File: src/rtl/reg_bank_reader.sv
// Bank of DEPTH enable-gated registers with a sequential readout engine that
// streams a contiguous, wrapping run of entries onto a valid/ready port.
module reg_bank_reader #(
  parameter int unsigned WIDTH = 32,
  parameter int unsigned DEPTH = 16,
  parameter int unsigned AW    = 4
) (
  input  logic             clk,
  input  logic             clr,
  input  logic             wr_en,
  input  logic [AW-1:0]    wr_addr,
  input  logic [WIDTH-1:0] wr_data,
  input  logic             start,
  input  logic [AW-1:0]    base,
  input  logic [AW:0]      count,
  input  logic             out_ready,
  output logic             out_valid,
  output logic [WIDTH-1:0] out_data,
  output logic [AW-1:0]    out_idx,
  output logic             busy,
  output logic             done
);

  localparam logic [0:0] ST_IDLE   = 1'b0;
  localparam logic [0:0] ST_STREAM = 1'b1;

  logic [WIDTH-1:0] r_bank [DEPTH];
  logic [0:0]       r_state;
  logic [AW-1:0]    r_ptr;
  logic [AW:0]      r_remaining;
  logic             r_out_valid;
  logic [WIDTH-1:0] r_out_data;
  logic [AW-1:0]    r_out_idx;
  logic             r_done;

  logic [AW-1:0]    w_ptr_next;
  logic             w_handshake;
  logic             w_last;

  // AW-bit pointer arithmetic gives the DEPTH-1 -> 0 wrap for free.
  assign w_ptr_next  = r_ptr + AW'(1);
  assign w_handshake = r_out_valid && out_ready;
  assign w_last      = (r_remaining == (AW + 1)'(1));

  always_ff @(posedge clk or negedge clr) begin
    if (!clr) begin
      for (int unsigned i = 0; i < DEPTH; i++) begin
        r_bank[i] <= '0;
      end
    end else if (wr_en) begin
      r_bank[wr_addr] <= wr_data;
    end
  end

  // Loads read r_bank before the same-edge write lands, so a collision
  // captures the pre-write value.
  always_ff @(posedge clk or negedge clr) begin
    if (!clr) begin
      r_state     <= ST_IDLE;
      r_ptr       <= '0;
      r_remaining <= '0;
      r_out_valid <= 1'b0;
      r_out_data  <= '0;
      r_out_idx   <= '0;
      r_done      <= 1'b0;
    end else begin
      r_done <= 1'b0;
      if (r_state == ST_IDLE) begin
        if (start) begin
          if (count != '0) begin
            r_out_data  <= r_bank[base];
            r_out_idx   <= base;
            r_out_valid <= 1'b1;
            r_ptr       <= base;
            r_remaining <= count;
            r_state     <= ST_STREAM;
          end else begin
            r_done <= 1'b1;
          end
        end
      end else if (w_handshake) begin
        if (w_last) begin
          r_out_valid <= 1'b0;
          r_done      <= 1'b1;
          r_state     <= ST_IDLE;
        end else begin
          r_ptr       <= w_ptr_next;
          r_remaining <= r_remaining - (AW + 1)'(1);
          r_out_data  <= r_bank[w_ptr_next];
          r_out_idx   <= w_ptr_next;
        end
      end
    end
  end

  assign out_valid = r_out_valid;
  assign out_data  = r_out_data;
  assign out_idx   = r_out_idx;
  assign busy      = (r_state == ST_STREAM);
  assign done      = r_done;

endmodule

File: config.mk
export PLATFORM = sky130hd
export DESIGN_NAME = reg_bank_reader
export DESIGN_NICKNAME = d
export VERILOG_FILES = /design/src/rtl/reg_bank_reader.sv
export SDC_FILE = /design/constraint.sdc
export NUM_CORES = 1
export LEC_CHECK = 0
export BUFFER_PORTS_ARGS = -buffer_cell sky130_fd_sc_hd__buf_4
export CAP_MARGIN = 30
export CELL_PAD_IN_SITES_DETAIL_PLACEMENT = 1
export CELL_PAD_IN_SITES_GLOBAL_PLACEMENT = 1
export CORE_MARGIN = 2
export CORE_UTILIZATION = 57
export DETAILED_ROUTE_END_ITERATION = 12
export PLACE_DENSITY_LB_ADDON = 0.15
export SYNTH_ARGS = -nofsm -noshare
export SYNTH_HDL_FRONTEND = slang
export SYNTH_SLANG_ARGS = --single-unit
File: constraint.sdc
create_clock -name clk -period 4.66 [get_ports clk]
set_clock_uncertainty 0.05 [all_clocks]
set_input_delay 0.233 -clock clk [delete_from_list [all_inputs] [get_ports clk]]
set_output_delay 0.233 -clock clk [all_outputs]
set_load 0.005 [all_outputs]
==> summary.md, run 1 <==
| Metric | Value |
|---|---|
| Syn nets | 2201 |
| Aggregate global-route resource usage | 36.91% |
| TritonCTS Buffers | 59 |
| Primary FF master, synth | dfrtp_1 |
| Number of synthesized flops with an enable pin | 0 |
| 1st-pass router iterations | 5 |
| Setup_tns | 0 ns |
| First-pass GRT wire length | 148.0 mm |
| Clock transition time at the flip-flop clock pins of the worst setup and hold paths | 0.06 ns |
| Pwr Density | 637.4 mW/mm^2 |
| Max_cap viols | 0 |
| Post-cts sizing count | 0 |
| Status | completed |
| Unrepaired setup endpoints after global routing | no |
| Total Die Area | 0.05420 mm^2 |
| Fraction of the cycle the final worst path needs | 66.54% |
| Starting Density | 57.93% |
| Post-route minimum period | 3.101 ns |
| CTS H-tree lvls | 2 |
| Place WS | 1.590 ns |
| Number of distinct library cells after synthesis | 44 |
| Initial antenna violation count | 2 |
| Max transition margin | 28.80% |
| Core outline area | 0.05151 mm^2 |
| Placed cell area | 0.03120 mm^2 |
| Mean cell area of the mapped netlist | 13.89 um^2 |
| Count of nets left with antenna violations after detail routing | 0 |
| Maximum buffer depth of the clock tree | 3 |
| Area fraction of the dominant cell type after synthesis | 46.62% |
| Total area of sequential cells | 0.01392 mm^2 |
| Number of fill cells in the layout | 4723 |
| Iteration-0 DRC count of the detailed router | 1863 |
| Cell area after technology mapping | 0.02984 mm^2 |
| Yosys Warn Count | 0 |
| Crit-path max FO | 26 |
| Multi-input gate area | 0.01507 mm^2 |
| Vias per cell | 7.110 |
| Crit path launch type | register |
| Grt total ovfl | 0 |
| Library cell used as clock root buffer | clkbuf_16 |
| Total via count in the routed design | 20.70k |
| Via count of the first global-routing pass | 23.27k |
| Data arrival time of the critical path | 3.54 ns |
| Dominant cells by area after synthesis | dfrtp_1 (47%), mux2_2 (20%), mux2i_1 (9.8%) |
| Dpl hpwl | 52.32 mm |
| Number of clock sinks seen by CTS | 556 |
| Sequential cell area fraction in the yosys report | 46.62% |
| Clock network latency to the later pin of the worst-skew pair | 0.64 ns |
| Count of port buffers added during placement | 88 |
| Residual DRC | 0 |
| Leakage component of the power | 14.71 nW |
| Slowest Stage Delay on Critical Path | 0.75 ns |
| IR drop worst, VDD | 531.5 uV |
| Number of instances in the synthesized netlist | 2148 |
| Count of endpoints failing setup in the final report | 0 |
| Maximum number of pins on one net before global-route repair | 131 |
| Final Routed Wirelength | 97.47 mm |
| Std-Cell Rows | 83 |
| Transition time of the tightest slew-check pin | 1.068 ns |
| Fmax | 322.5 MHz |
| Fin worst setup slack | 1.559 ns |
| Share of flip-flops with an asynchronous set or reset | 100.0% |
| Synth Register Bits | 556 |
| Ports | 89 |
| RD Place Congestion | 0.7801 |
| Slew Viols, Final | 0 |
| Cell type with the largest total area after synthesis | dfrtp_1 |
| Required arrival time at the worst endpoint | 5.10 ns |
| Post-layout total power | 0.02146 W |
| Crit end category | register |
| Critical path start-end classification | reg2reg |
| Final Hold Viols | 0 |
| Average wire per standard cell | 33.47 um |
| Area growth syn-to-layout | 12.81% |
| Class of the most critical hold timing path | in2reg |
| Layout Cell Area excl Fill | 0.03366 mm^2 |
| Final net count | 2236 |
| Cell type of the slowest stage on the worst timing path | ha_4 |
| CTS tree | yes |
| Share of post-route cells with drive strength above 1 | 42.83% |
| Die width | 232.8 um |
| Y dimension of the die | 232.8 um |
| Cells traversed along the worst timing path | ha_4 > buf_4 > mux4_2 > mux2_2 > o32ai_1 > o41ai_1 |
[synthesized netlist by cell type, drive strengths merged, types with 13 or more instances]
master,n
a21oi,67
o32ai,33
nor2,13
nand2,15
mux2,544
clkbuf,96
mux4,128
mux2i,292
buf,115
a22oi,129
and3,32
dfrtp,556
nand3,37
o41ai,32
[through the flow]
step,hold WS [ns],cells,utilization (%)
floorplan,-0.1126,2148,-
global placement,0.2855,2761,60.45
detailed placement,0.3015,2764,60.58
CTS,0.003918,2910,65.34
global route,0.04607,2910,65.34
finish,0.007573,2912,65.35
[power breakdown]
| part | leakage [nW] | switching (W) | internal (W) |
|---|---|---|---|
| Combinational | 6.86 | 0.00444 | 0.00475 |
| Clock | 1.03 | 0.00204 | 0.00304 |
| Sequential | 6.81 | 0.00111 | 0.00608 |
[layer usage]
layer | global-route usage (%) | share of wire [%] | routed length (um) | vias to the layer above
met5 | 0 | 0.011 | 11 | -
met4 | 18.41 | 5.1 | 4982 | 2
met3 | 6.875 | 6.3 | 6100 | 326
met2 | 60.80 | 49 | 47460 | 864
met1 | 46.96 | 40 | 38910 | 11170
li1 | - | - | - | 8337
[cell families (layout without fill, tap and decap cells)]
kind of cell | count (synthesis) | count (layout) | share of synthesized area (%)
AO/OA/AOI/OAI | 276 | 276 | 7.161
XOR/XNOR | 5 | 5 | 0.2096
adder cells (fa/ha/maj) | 3 | 3 | 0.1258
buffers and inverters | 216 | 298 | 3.480
flip-flops | 556 | 556 | 46.62
multiplexers | 964 | 964 | 39.98
other | 0 | 2 | 0
AND/OR/NAND/NOR | 128 | 128 | 2.415
[critical path, delay by kind of cell, from the launching register on]
family	cells	cell delay [ns]
compound gates	2	0.39
fa+ha+maj	1	0.75
buf+inv	1	0.43
flops	1	0.51
mux	2	0.80
[cells in the final DEF (no fill, tap or decap), types with 6 or more instances in the layout]
cell           count
a21oi_1           67
a22oi_1          129
and3_1            32
buf_12            16
buf_4            127
bufinv_16          8
clkbuf_1           9
clkbuf_16         61
clkbuf_8          15
clkinv_2          15
dfrtp_1          554
dlygate4sd3_1     38
mux2_1            19
mux2_2           525
mux2i_1          292
mux4_2           128
nand2_1           11
nand3_1           37
nor2_1             7
nor2_4             6
o21ai_0            6
o32ai_1           33
o41ai_1           11
o41ai_2           21
[worst paths after layout]
check	startpoint	endpoint	slack [ns]	cells after the start
min in group asynchronous	clr	r_bank[229]$_DFFE_PN0P_	0.22	2
hold / removal	count[2]	r_remaining[2]$_DFFE_PN0P_	0.008	4
setup / recovery	out_idx[0]$_DFFE_PN0P_	out_data[7]$_DFFE_PN0P_	1.56	6
max in group asynchronous	clr	out_data[17]$_DFFE_PN0P_	3.07	3
hold reg to reg	r_bank[293]$_DFFE_PN0P_	r_bank[293]$_DFFE_PN0P_	0.46	1
setup reg to reg	out_idx[0]$_DFFE_PN0P_	out_data[7]$_DFFE_PN0P_	1.56	6
[repair_timing]
item                                   in CTS  in global routing
buffers inserted                            0                  0
endpoints found under the hold margin     604                  0
hold buffers                               38                  0
[area by class of cell]
type                       count  share of cell area, %
sequential                   556                  41.35
tap                          680                  2.527
timing repair buffer         185                  5.114
multi-input combinational   1376                  44.78
clock buffer                  84                  5.207
clock inverter                24                 0.9589
antenna                        2                0.01487
inverter                       5                0.05575
[flip-flops by register name (all words and copies together), names as in the netlist]
signal       count
busy             1
done             1
out_data        32
out_idx          4
out_valid        1
r_bank         512
r_remaining      5
No activity file was read; power rests on OpenSTA's default activity.
==> run 2, diff against run 1 <==
- ABC_AREA: not set -> 1
- CORE_UTILIZATION: 57 -> 41
- clock period: 4.66 -> 2.8 ns (I/O delays scaled with it)
==> run 2 against run 1 <==
- global-route usage is 4.5 points lower
- critical endpoint is now out_idx[0]
- non-clock buffer count is 34 higher
- register-to-register slack worse by 1.1 ns
- highest routed layer unchanged
- clock power is 80% higher
==> summary.md, run 2 <==
| Metric | Value |
|---|---|
| Transition time of the tightest slew-check pin | 1.026 ns |
| Share of post-route cells with drive strength above 1 | 6.723% |
| Count of endpoints failing setup in the final report | 0 |
| Crit path launch type | register |
| Y dimension of the die | 281.3 um |
| Number of clock sinks seen by CTS | 556 |
| 1st-pass router iterations | 5 |
| Ports | 89 |
| Starting Density | 41.45% |
| Maximum buffer depth of the clock tree | 3 |
| Largest register FFs | 512 |
| Initial antenna violation count | 7 |
| Residual DRC | 0 |
| Aggregate global-route resource usage | 32.40% |
| Iteration-0 DRC count of the detailed router | 2305 |
| Number of distinct library cells after synthesis | 25 |
| Register-to-register setup slack | 0.46 ns |
| First-pass GRT wire length | 196.3 mm |
| Count of nets left with antenna violations after detail routing | 0 |
| Max transition margin | 31.62% |
| Count of port buffers added during placement | 88 |
| CTS H-tree lvls | 3 |
| Data arrival time of the critical path | 2.29 ns |
| Dpl hpwl | 68.18 mm |
| Max_cap viols | 0 |
| Final net count | 4724 |
| Critical path start-end classification | reg2out |
| Crit-path max FO | 83 |
| Smallest hold slack | 0.05565 ns |
| Final Hold Viols | 0 |
| Crit end category | primary output |
| Area fraction of the dominant cell type after synthesis | 44.12% |
| Sequential cell area fraction in the yosys report | 44.12% |
| Leakage component of the power | 18.10 nW |
| Cell type with the largest total area after synthesis | dfrtp_1 |
| Slew Viols, Final | 0 |
| Die width | 281.3 um |
| Dominant cells by area after synthesis | dfrtp_1 (44%), nand2_1 (21%), nand3_1 (13%) |
| Cell area after technology mapping | 0.03154 mm^2 |
| RD Place Congestion | 0.7829 |
| Class of the most critical hold timing path | in2async |
| Core outline area | 0.07608 mm^2 |
| CTS tree | yes |
| Grt total ovfl | 0 |
| Fmax | 402.5 MHz |
| Synth Register Bits | 556 |
| Most used cells in the layout excluding fill and tap cells | nand2_1 (1785), nand3_1 (804), inv_1 (555), dfrtp_1 (555), o21ai_0 (526) |
| Largest register by flop count | r_bank |
| Status | completed |
| Share of flip-flops with an asynchronous set or reset | 100.0% |
| Primary FF master, synth | dfrtp_1 |
| Final Routed Wirelength | 126.4 mm |
| Std-Cell Rows | 101 |
| Area growth syn-to-layout | 14.87% |
| Required arrival time at the worst endpoint | 2.61 ns |
| Vias per cell | 5.516 |
| Leading cell type in the layout, fill and taps excluded | nand2_1 |
| Clock network latency to the later pin of the worst-skew pair | 0.63 ns |
| Setup_tns | 0 ns |
| Total Die Area | 0.07915 mm^2 |
| Post-route minimum period | 2.484 ns |
| Synth top cells by count | nand2_1 (1794), nand3_1 (808), inv_1 (557), dfrtp_1 (556), o21ai_0 (526) |
| Total via count in the routed design | 31.70k |
| Fraction of the cycle the final worst path needs | 88.73% |
| TritonCTS Buffers | 69 |
| Maximum number of pins on one net before global-route repair | 143 |
| Number of instances in the synthesized netlist | 4728 |
| Number of synthesized flops with an enable pin | 0 |
| Yosys Warn Count | 0 |
| Syn nets | 4781 |
| Average wire per standard cell | 22.00 um |
| Library cell used as clock root buffer | clkbuf_16 |
| Clock transition time at the flip-flop clock pins of the worst setup and hold paths | 0.06 ns |
| Pwr Density | 1038 mW/mm^2 |
| IR drop worst, VDD | 1507 uV |
| Via count of the first global-routing pass | 32.82k |
| Mean cell area of the mapped netlist | 6.670 um^2 |
| Most common cell in the netlist | nand2_1 |
| Post-cts sizing count | 0 |
| Unrepaired setup endpoints after global routing | no |
[run 2: routing by layer]
| layer | up-vias | track usage, % | wire length [um] |
|---|---|---|---|
| li1 | 14720 | - | - |
| met1 | 15880 | 43.72 | 56910 |
| met2 | 860 | 54.16 | 59310 |
| met3 | 235 | 4.450 | 6827 |
| met4 | 6 | 9.793 | 3348 |
| met5 | - | 0 | 41 |
[run 2: where the power goes]
part           total [W]  switching [W]  internal [W]
clock            0.00912        0.00371       0.00541
combinational     0.0169         0.0114       0.00551
sequential        0.0116        0.00158       0.00999
total             0.0376         0.0167        0.0209
[run 2: cell families after synthesis]
kind of cell | after synthesis | share of synthesized area (%)
xor+xnor | 2 | 0.07937
simple gates | 2660 | 35.04
buf+inv | 910 | 11.15
compound gates | 597 | 9.499
flops | 556 | 44.12
fa+ha+maj | 3 | 0.1190
[run 2: final cells by class]
class / count / area (um^2)
Clock buffer: 95 / 2028
Tap cell: 1030 / 1289
Clock inverter: 20 / 222.7
Multi-Input combinational cell: 3262 / 14300
Fill cell: 9812 / 39850
Antenna cell: 1 / 2.502
Sequential cell: 556 / 13920
Timing Repair Buffer: 219 / 2323
Inverter: 563 / 2140
[run 2: critical path, cell delays in order (launching register included)]
cell	delay, ns
dfrtp_4	0.56
buf_4	0.83
buf_4	0.25
[run 2: timing repair]
action,4_1_cts,5_1_grt
buffers inserted,0,0
hold buffers,41,0
endpoints found under the setup margin,0,0
endpoints found under the hold margin,564,0
[run 2: per-stage QoR]
step | area (um^2) | worst slack [ns] | total power, W | utilization [%] | std cells
3_3_place_gp | 33530 | 0.5232 | 0.02796 | 44.08 | 5588
6_report | 36220 | 0.3156 | 0.03759 | 47.62 | 5746
3_5_place_dp | 33560 | 0.4982 | 0.02834 | 44.12 | 5589
5_1_grt | 36220 | 0.2552 | 0.04016 | 47.61 | 5745
4_1_cts | 36220 | 0.2968 | 0.03768 | 47.61 | 5745
2_1_floorplan | 31540 | 0.8482 | 0.02155 | - | 4728
[run 2: final timing paths]
kind	startpoint	end	depth (start not counted)
max in group asynchronous	clr	out_data[25]$_DFFE_PN0P_	3
max	out_idx[0]$_DFFE_PN0P_	out_idx[0]	2
max reg2reg	out_idx[2]$_DFFE_PN0P_	out_data[1]$_DFFE_PN0P_	10
min reg2reg	out_data[18]$_DFFE_PN0P_	out_data[18]$_DFFE_PN0P_	2
min	clr	r_bank[136]$_DFFE_PN0P_	2
min in group clk	wr_addr[2]	r_bank[420]$_DFFE_PN0P_	5
